--- src/rtl/tt_input_debouncer.sv ---
// tt_input_debouncer: synchronise, debounce, edge-pulse and count rising edges of raw input pins
module tt_input_debouncer #(
  parameter int WIDTH           = 8,
  parameter int SYNC_STAGES     = 2,
  parameter int DEBOUNCE_CYCLES = 16
) (
  input  logic             clk,
  input  logic             rst_n,
  input  logic             ena,
  input  logic [WIDTH-1:0] raw_in,
  input  logic             count_clear,
  output logic [WIDTH-1:0] clean_out,
  output logic [WIDTH-1:0] rise_pulse,
  output logic [WIDTH-1:0] fall_pulse,
  output logic [7:0]       event_count
);
  localparam int CW = $clog2(DEBOUNCE_CYCLES);
  localparam logic [CW-1:0] CNT_MAX = CW'(DEBOUNCE_CYCLES - 1);
  logic [WIDTH-1:0] sync_q [SYNC_STAGES];
  logic [WIDTH-1:0] sync_d [SYNC_STAGES];
  logic [CW-1:0]    cnt_q [WIDTH];
  logic [CW-1:0]    cnt_d [WIDTH];
  logic [WIDTH-1:0] clean_q, clean_d, rise_q, rise_d, fall_q, fall_d, s;
  logic [7:0]       count_q, count_d;
  logic [15:0]      sum;
  assign s = sync_q[SYNC_STAGES-1];
  // synchroniser shift chain, frozen while disabled
  always_comb begin
    sync_d[0] = ena ? raw_in : sync_q[0];
    for (int k = 1; k < SYNC_STAGES; k++) sync_d[k] = ena ? sync_q[k-1] : sync_q[k];
  end
  // per-bit debounce: count consecutive mismatches, accept on the last one
  always_comb begin
    for (int i = 0; i < WIDTH; i++) begin
      cnt_d[i]   = cnt_q[i];
      clean_d[i] = clean_q[i];
      rise_d[i]  = 1'b0;
      fall_d[i]  = 1'b0;
      if (ena) begin
        if (s[i] == clean_q[i]) cnt_d[i] = '0;
        else if (cnt_q[i] == CNT_MAX) begin
          cnt_d[i]   = '0;
          clean_d[i] = s[i];
          rise_d[i]  = s[i];
          fall_d[i]  = ~s[i];
        end else cnt_d[i] = cnt_q[i] + CW'(1);
      end
    end
  end
  // saturating rise counter; clear beats same-edge rises
  always_comb begin
    sum = 16'(count_q);
    for (int i = 0; i < WIDTH; i++) sum = sum + 16'(rise_d[i]);
    count_d = count_clear ? 8'd0 : (sum > 16'd255 ? 8'hFF : sum[7:0]);
    count_d = ena | count_clear ? count_d : count_q;
  end
  // state registers with synchronous active-low reset
  always_ff @(posedge clk) begin
    if (!rst_n) begin
      for (int k = 0; k < SYNC_STAGES; k++) sync_q[k] <= '0;
      for (int i = 0; i < WIDTH; i++) cnt_q[i] <= '0;
      clean_q <= '0;
      rise_q  <= '0;
      fall_q  <= '0;
      count_q <= '0;
    end else begin
      for (int k = 0; k < SYNC_STAGES; k++) sync_q[k] <= sync_d[k];
      for (int i = 0; i < WIDTH; i++) cnt_q[i] <= cnt_d[i];
      clean_q <= clean_d;
      rise_q  <= rise_d;
      fall_q  <= fall_d;
      count_q <= count_d;
    end
  end
  assign clean_out   = clean_q;
  assign rise_pulse  = rise_q;
  assign fall_pulse  = fall_q;
  assign event_count = count_q;
endmodule
--- config.mk ---
export PLATFORM = sky130hd
export DESIGN_NAME = tt_input_debouncer
export DESIGN_NICKNAME = d
export VERILOG_FILES = /design/src/rtl/tt_input_debouncer.sv
export SDC_FILE = /design/constraint.sdc
export NUM_CORES = 1
export LEC_CHECK = 0
export CAP_MARGIN = 20
export CELL_PAD_IN_SITES_DETAIL_PLACEMENT = 1
export CELL_PAD_IN_SITES_GLOBAL_PLACEMENT = 2
export CORE_ASPECT_RATIO = 0.7
export CORE_MARGIN = 2
export CORE_UTILIZATION = 30
export DETAILED_ROUTE_END_ITERATION = 10
export HOLD_SLACK_MARGIN = 0.06
export PLACE_DENSITY = 0.76
export SLEW_MARGIN = 20
export SYNTH_ARGS = -nofsm -noshare
export SYNTH_HDL_FRONTEND = slang
export SYNTH_SLANG_ARGS = --single-unit
--- constraint.sdc ---
create_clock -name clk -period 7.2 [get_ports clk]
set_input_delay 1.8 -clock clk [delete_from_list [all_inputs] [get_ports clk]]
set_output_delay 1.8 -clock clk [all_outputs]
set_load 0.01 [all_outputs]
==> tab_implementation.tex <==
\begin{tabular}{lr}
\hline
Metric & Value \\
\hline
\multicolumn{2}{l}{\textbf{Clock tree}} \\
Buffer levels on the longest clock path & 2 \\
Number of setup buffers added after CTS & 0 \\
Root buf cell & sky130\_fd\_sc\_hd\_\_clkbuf\_16 \\
Clock-pin slew reported for the worst setup and hold paths after clock tree synthesis & about 0.060 ns \\
Hold buffer count at cts & 0 \\
Inserted Clock Buffers & 9 \\
Num Clock Sinks & 80 \\
Maximum level of the CTS H-tree & 3 \\
Clock insertion delay at the later pin of the skew report & 0.34 ns \\
CTS tree & yes \\
Post\_cts resized & 0 \\
\multicolumn{2}{l}{\textbf{Critical path}} \\
Startpoint of the worst register-to-register path & cnt\_q[0][0]\$\_SDFFE\_PN0P\_ \\
Destination of the critical timing path & event\_count[7]\$\_SDFFE\_PN0P\_ \\
Crit Reg-Reg Endpoint & event\_count[7]\$\_SDFFE\_PN0P\_ \\
CP endpoint kind & flop \\
Critical path startpoint category & input pin \\
Worst setup startpoint & ena \\
Depth of the most critical reg-to-reg path & 14 \\
Required arrival time at the worst endpoint & 7.44 ns \\
Path type of the worst setup path & in -> reg \\
Crit path arrival time & 5.63 ns \\
Critical path fanouts, max & between 40 and 50 \\
R2r setup slk & 2.85 ns \\
\multicolumn{2}{l}{\textbf{Yosys}} \\
Mapped Cells & about 400 \\
Mean cell area of the mapped netlist & about 9.5 sq um \\
Predominant post-synthesis flop cell & sky130\_fd\_sc\_hd\_\_dfxtp\_1 \\
Library cells used by synthesis & approximately 50 \\
Yosys reg bits & 80 \\
Warnings, synthesis & 0 \\
Sequential-to-total area share from yosys stat & 0.418 \\
Synth Cell Area & around 3800 sq um \\
Share of synthesized registers carrying an async set or reset & 0 \\
Count of flip-flops with a built-in enable after synthesis & 0 \\
Net Count, Synth & $\sim$430 \\
\multicolumn{2}{l}{\textbf{STA}} \\
Number of slew-limit violations in the final report & 0 \\
Clock period minus final worst setup slack & roughly 5.4 ns \\
Total Negative Setup Slacks & 0 ns \\
Least-Margin Pin Slew & $\sim$0.65 ns \\
WHS & between 0.4 and 0.5 ns \\
Portion of the clock cycle consumed by the worst path in the final layout & 0.748 \\
Final-report hold violation count & 0 \\
Worst relative slew slack & 0.565 \\
Final clock skew & 0.00420 ns \\
Number of setup violations in the final report & 0 \\
Worst setup slack after layout & 1.81 ns \\
Setup repair after global routing missed its margin & false \\
Maximum frequency from static timing analysis & around 0.19 GHz \\
\multicolumn{2}{l}{\textbf{Finish}} \\
Most common cell after layout, fill and taps aside & sky130\_fd\_sc\_hd\_\_dfxtp\_1 \\
Area used by sequential logic in the layout & 1600 sq um \\
Net count, final & 472 \\
Fill cell instance count of the final layout & 1408 \\
Combined area of the multi-input logic cells & roughly 2100 sq um \\
Inserted Diodes & 0 \\
Fraction of final layout cells with drive strength greater than 1 & 0.0740 \\
Area growth, synth to finish & 23.3\% \\
Most frequent cells in the layout & 80 x sky130\_fd\_sc\_hd\_\_dfxtp\_1, 41 x sky130\_fd\_sc\_hd\_\_clkdlybuf4s50\_1, 35 x sky130\_fd\_sc\_hd\_\_nand2\_1, 29 x sky130\_fd\_sc\_hd\_\_nor2b\_1, 26 x sky130\_fd\_sc\_hd\_\_nor2\_1 \\
\multicolumn{2}{l}{\textbf{Placement}} \\
Pre-CTS setup slack & 1.46 ns \\
Input/output buffers & 43 \\
Dpl hpwl & $\sim$6000 um \\
Final weighted congestion in routability-driven placement & roughly 0.75 \\
\multicolumn{2}{l}{\textbf{Drt}} \\
Drt total wl & $\sim$8600 um \\
Via count & approximately 3000 \\
Detail Route Antenna Nets & 0 \\
Number of DRC violations after detailed routing & 0 \\
Pre-antenna DRT Iters & 4 \\
Detail-routed via count per cell & just under 5 \\
First DRT Iteration DRCs & just over 60 \\
Final routed wire length divided by cell count & between 10 and 15 um \\
\multicolumn{2}{l}{\textbf{Global routing}} \\
Wire length of the first global-routing pass & approximately 15000 um \\
Grt ovf & 0 \\
Number of global-route vias before repair & 3051 \\
Total routing usage reported by global routing & 0.133 \\
Antenna violations before repair & 0 \\
Maximum number of pins on one net before global-route repair & between 70 and 80 \\
\multicolumn{2}{l}{\textbf{Floorplan}} \\
Area of the core & 12500 sq um \\
Overall die height & between 90 and 100 um \\
Die Outline Area & roughly 14000 sq um \\
Num rows & 34 \\
Number of primary I/O pins & 44 \\
Die width & 139 um \\
Effective utilization at floorplan & 0.308 \\
\multicolumn{2}{l}{\textbf{Job}} \\
Max-Cap Viols & 0 \\
\multicolumn{2}{l}{\textbf{Run status}} \\
Outcome & finished, final reports clean \\
\multicolumn{2}{l}{\textbf{Pwr}} \\
IR Drop Worst-Case VDD & roughly 0.11 mV \\
Static Leak & 1.89 nW \\
Ratio of total power to cell area & roughly 220 nW/um\^{}2 \\
\multicolumn{2}{l}{\textbf{Hold path}} \\
Type of the worst min-delay path & reg -> reg \\
\hline
\end{tabular}
[flip-flops by register name (all words and copies together) (netlist names)]
name,count
event_count,8
sync_q,16
cnt_q,32
clean_out,8
fall_pulse,8
rise_pulse,8
[cells by family after synthesis]
logic type / after synthesis / synth area share
simple gates: 162 / 0.232
mux: 23 / 0.0600
fa+ha+maj: 19 / 0.0718
compound gates: 79 / 0.152
flops: 80 / 0.418
buf+inv: 30 / 0.0336
xor+xnor: 10 / 0.0326
[report_power, final]
group | internal [mW] | switching [mW] | total, mW
Sequential | 0.448 | 0.00589 | 0.454
Clock | 0.338 | 0.183 | 0.521
Combinational | 0.0208 | 0.0248 | 0.0457
[how the worst min path moves through the flow]
stage	from	to	slack, ns	depth (start not counted)
floorplan	sync_q[0][9]$_SDFFE_PN0P_	fall_pulse[1]$_SDFF_PP0_	0.45	1
global placement	event_count[5]$_SDFFE_PN0P_	event_count[5]$_SDFFE_PN0P_	0.49	2
detailed placement	sync_q[0][9]$_SDFFE_PN0P_	fall_pulse[1]$_SDFF_PP0_	0.49	1
CTS	sync_q[0][9]$_SDFFE_PN0P_	fall_pulse[1]$_SDFF_PP0_	0.51	1
global route	cnt_q[1][13]$_SDFFE_PN0P_	cnt_q[1][13]$_SDFFE_PN0P_	0.53	2
finish	sync_q[0][9]$_SDFFE_PN0P_	fall_pulse[1]$_SDFF_PP0_	0.50	1
[critical path, cell delays in order]
cell                       delay, ns
sky130_fd_sc_hd__buf_2          0.18
sky130_fd_sc_hd__buf_4          0.45
sky130_fd_sc_hd__nand4_1        0.19
sky130_fd_sc_hd__nor2_1         0.20
sky130_fd_sc_hd__nand2_1        0.12
sky130_fd_sc_hd__fa_1           0.57
sky130_fd_sc_hd__fa_1           0.43
sky130_fd_sc_hd__fa_1           0.41
sky130_fd_sc_hd__fa_1           0.40
sky130_fd_sc_hd__and2b_1        0.26
sky130_fd_sc_hd__o22a_1         0.24
sky130_fd_sc_hd__nor2_1         0.07
sky130_fd_sc_hd__a221oi_1       0.27
[cells in the mapped netlist, types with 9 or more instances]
cell type / number / area [sq um]
sky130_fd_sc_hd__inv_1: 11 / 41.3
sky130_fd_sc_hd__and2_1: 11 / 68.8
sky130_fd_sc_hd__ha_1: 14 / 175
sky130_fd_sc_hd__a21oi_1: 12 / 60.1
sky130_fd_sc_hd__nor2b_1: 29 / 181
sky130_fd_sc_hd__nand3_1: 15 / 75.1
sky130_fd_sc_hd__mux2i_1: 23 / 230
sky130_fd_sc_hd__and3_1: 10 / 62.6
sky130_fd_sc_hd__dfxtp_1: 80 / 1600
sky130_fd_sc_hd__nand2_1: 35 / 131
sky130_fd_sc_hd__a311oi_1: 9 / 78.8
sky130_fd_sc_hd__nor2_1: 26 / 97.6
[final cells by class]
class	count	share of cell area
multi-input combinational	293	0.445
sequential	80	0.339
timing repair buffer	46	0.0937
clock buffer	10	0.0484
tap	162	0.0429
clock inverter	6	0.0228
inverter	11	0.00873
[per-layer routing]
metal | vias to the layer above | GRT usage | wire [um]
li1 | 1505 | - | -
met1 | 1452 | 0.170 | 4260
met2 | 33 | 0.218 | 3960
met3 | 12 | 0.0384 | 260
met4 | 0 | 0.0443 | 129
met5 | - | 0 | 0
[through the flow]
step	util	cells	total power [mW]	instance area [sq um]
2_1_floorplan	-	403	0.496	3830
3_3_place_gp	0.352	592	0.510	4390
3_5_place_dp	0.352	592	0.511	4390
4_1_cts	0.379	608	1.04	4730
5_1_grt	0.379	608	1.06	4730
6_report	0.379	608	1.02	4730
No activity file was read; power rests on OpenSTA's default activity.
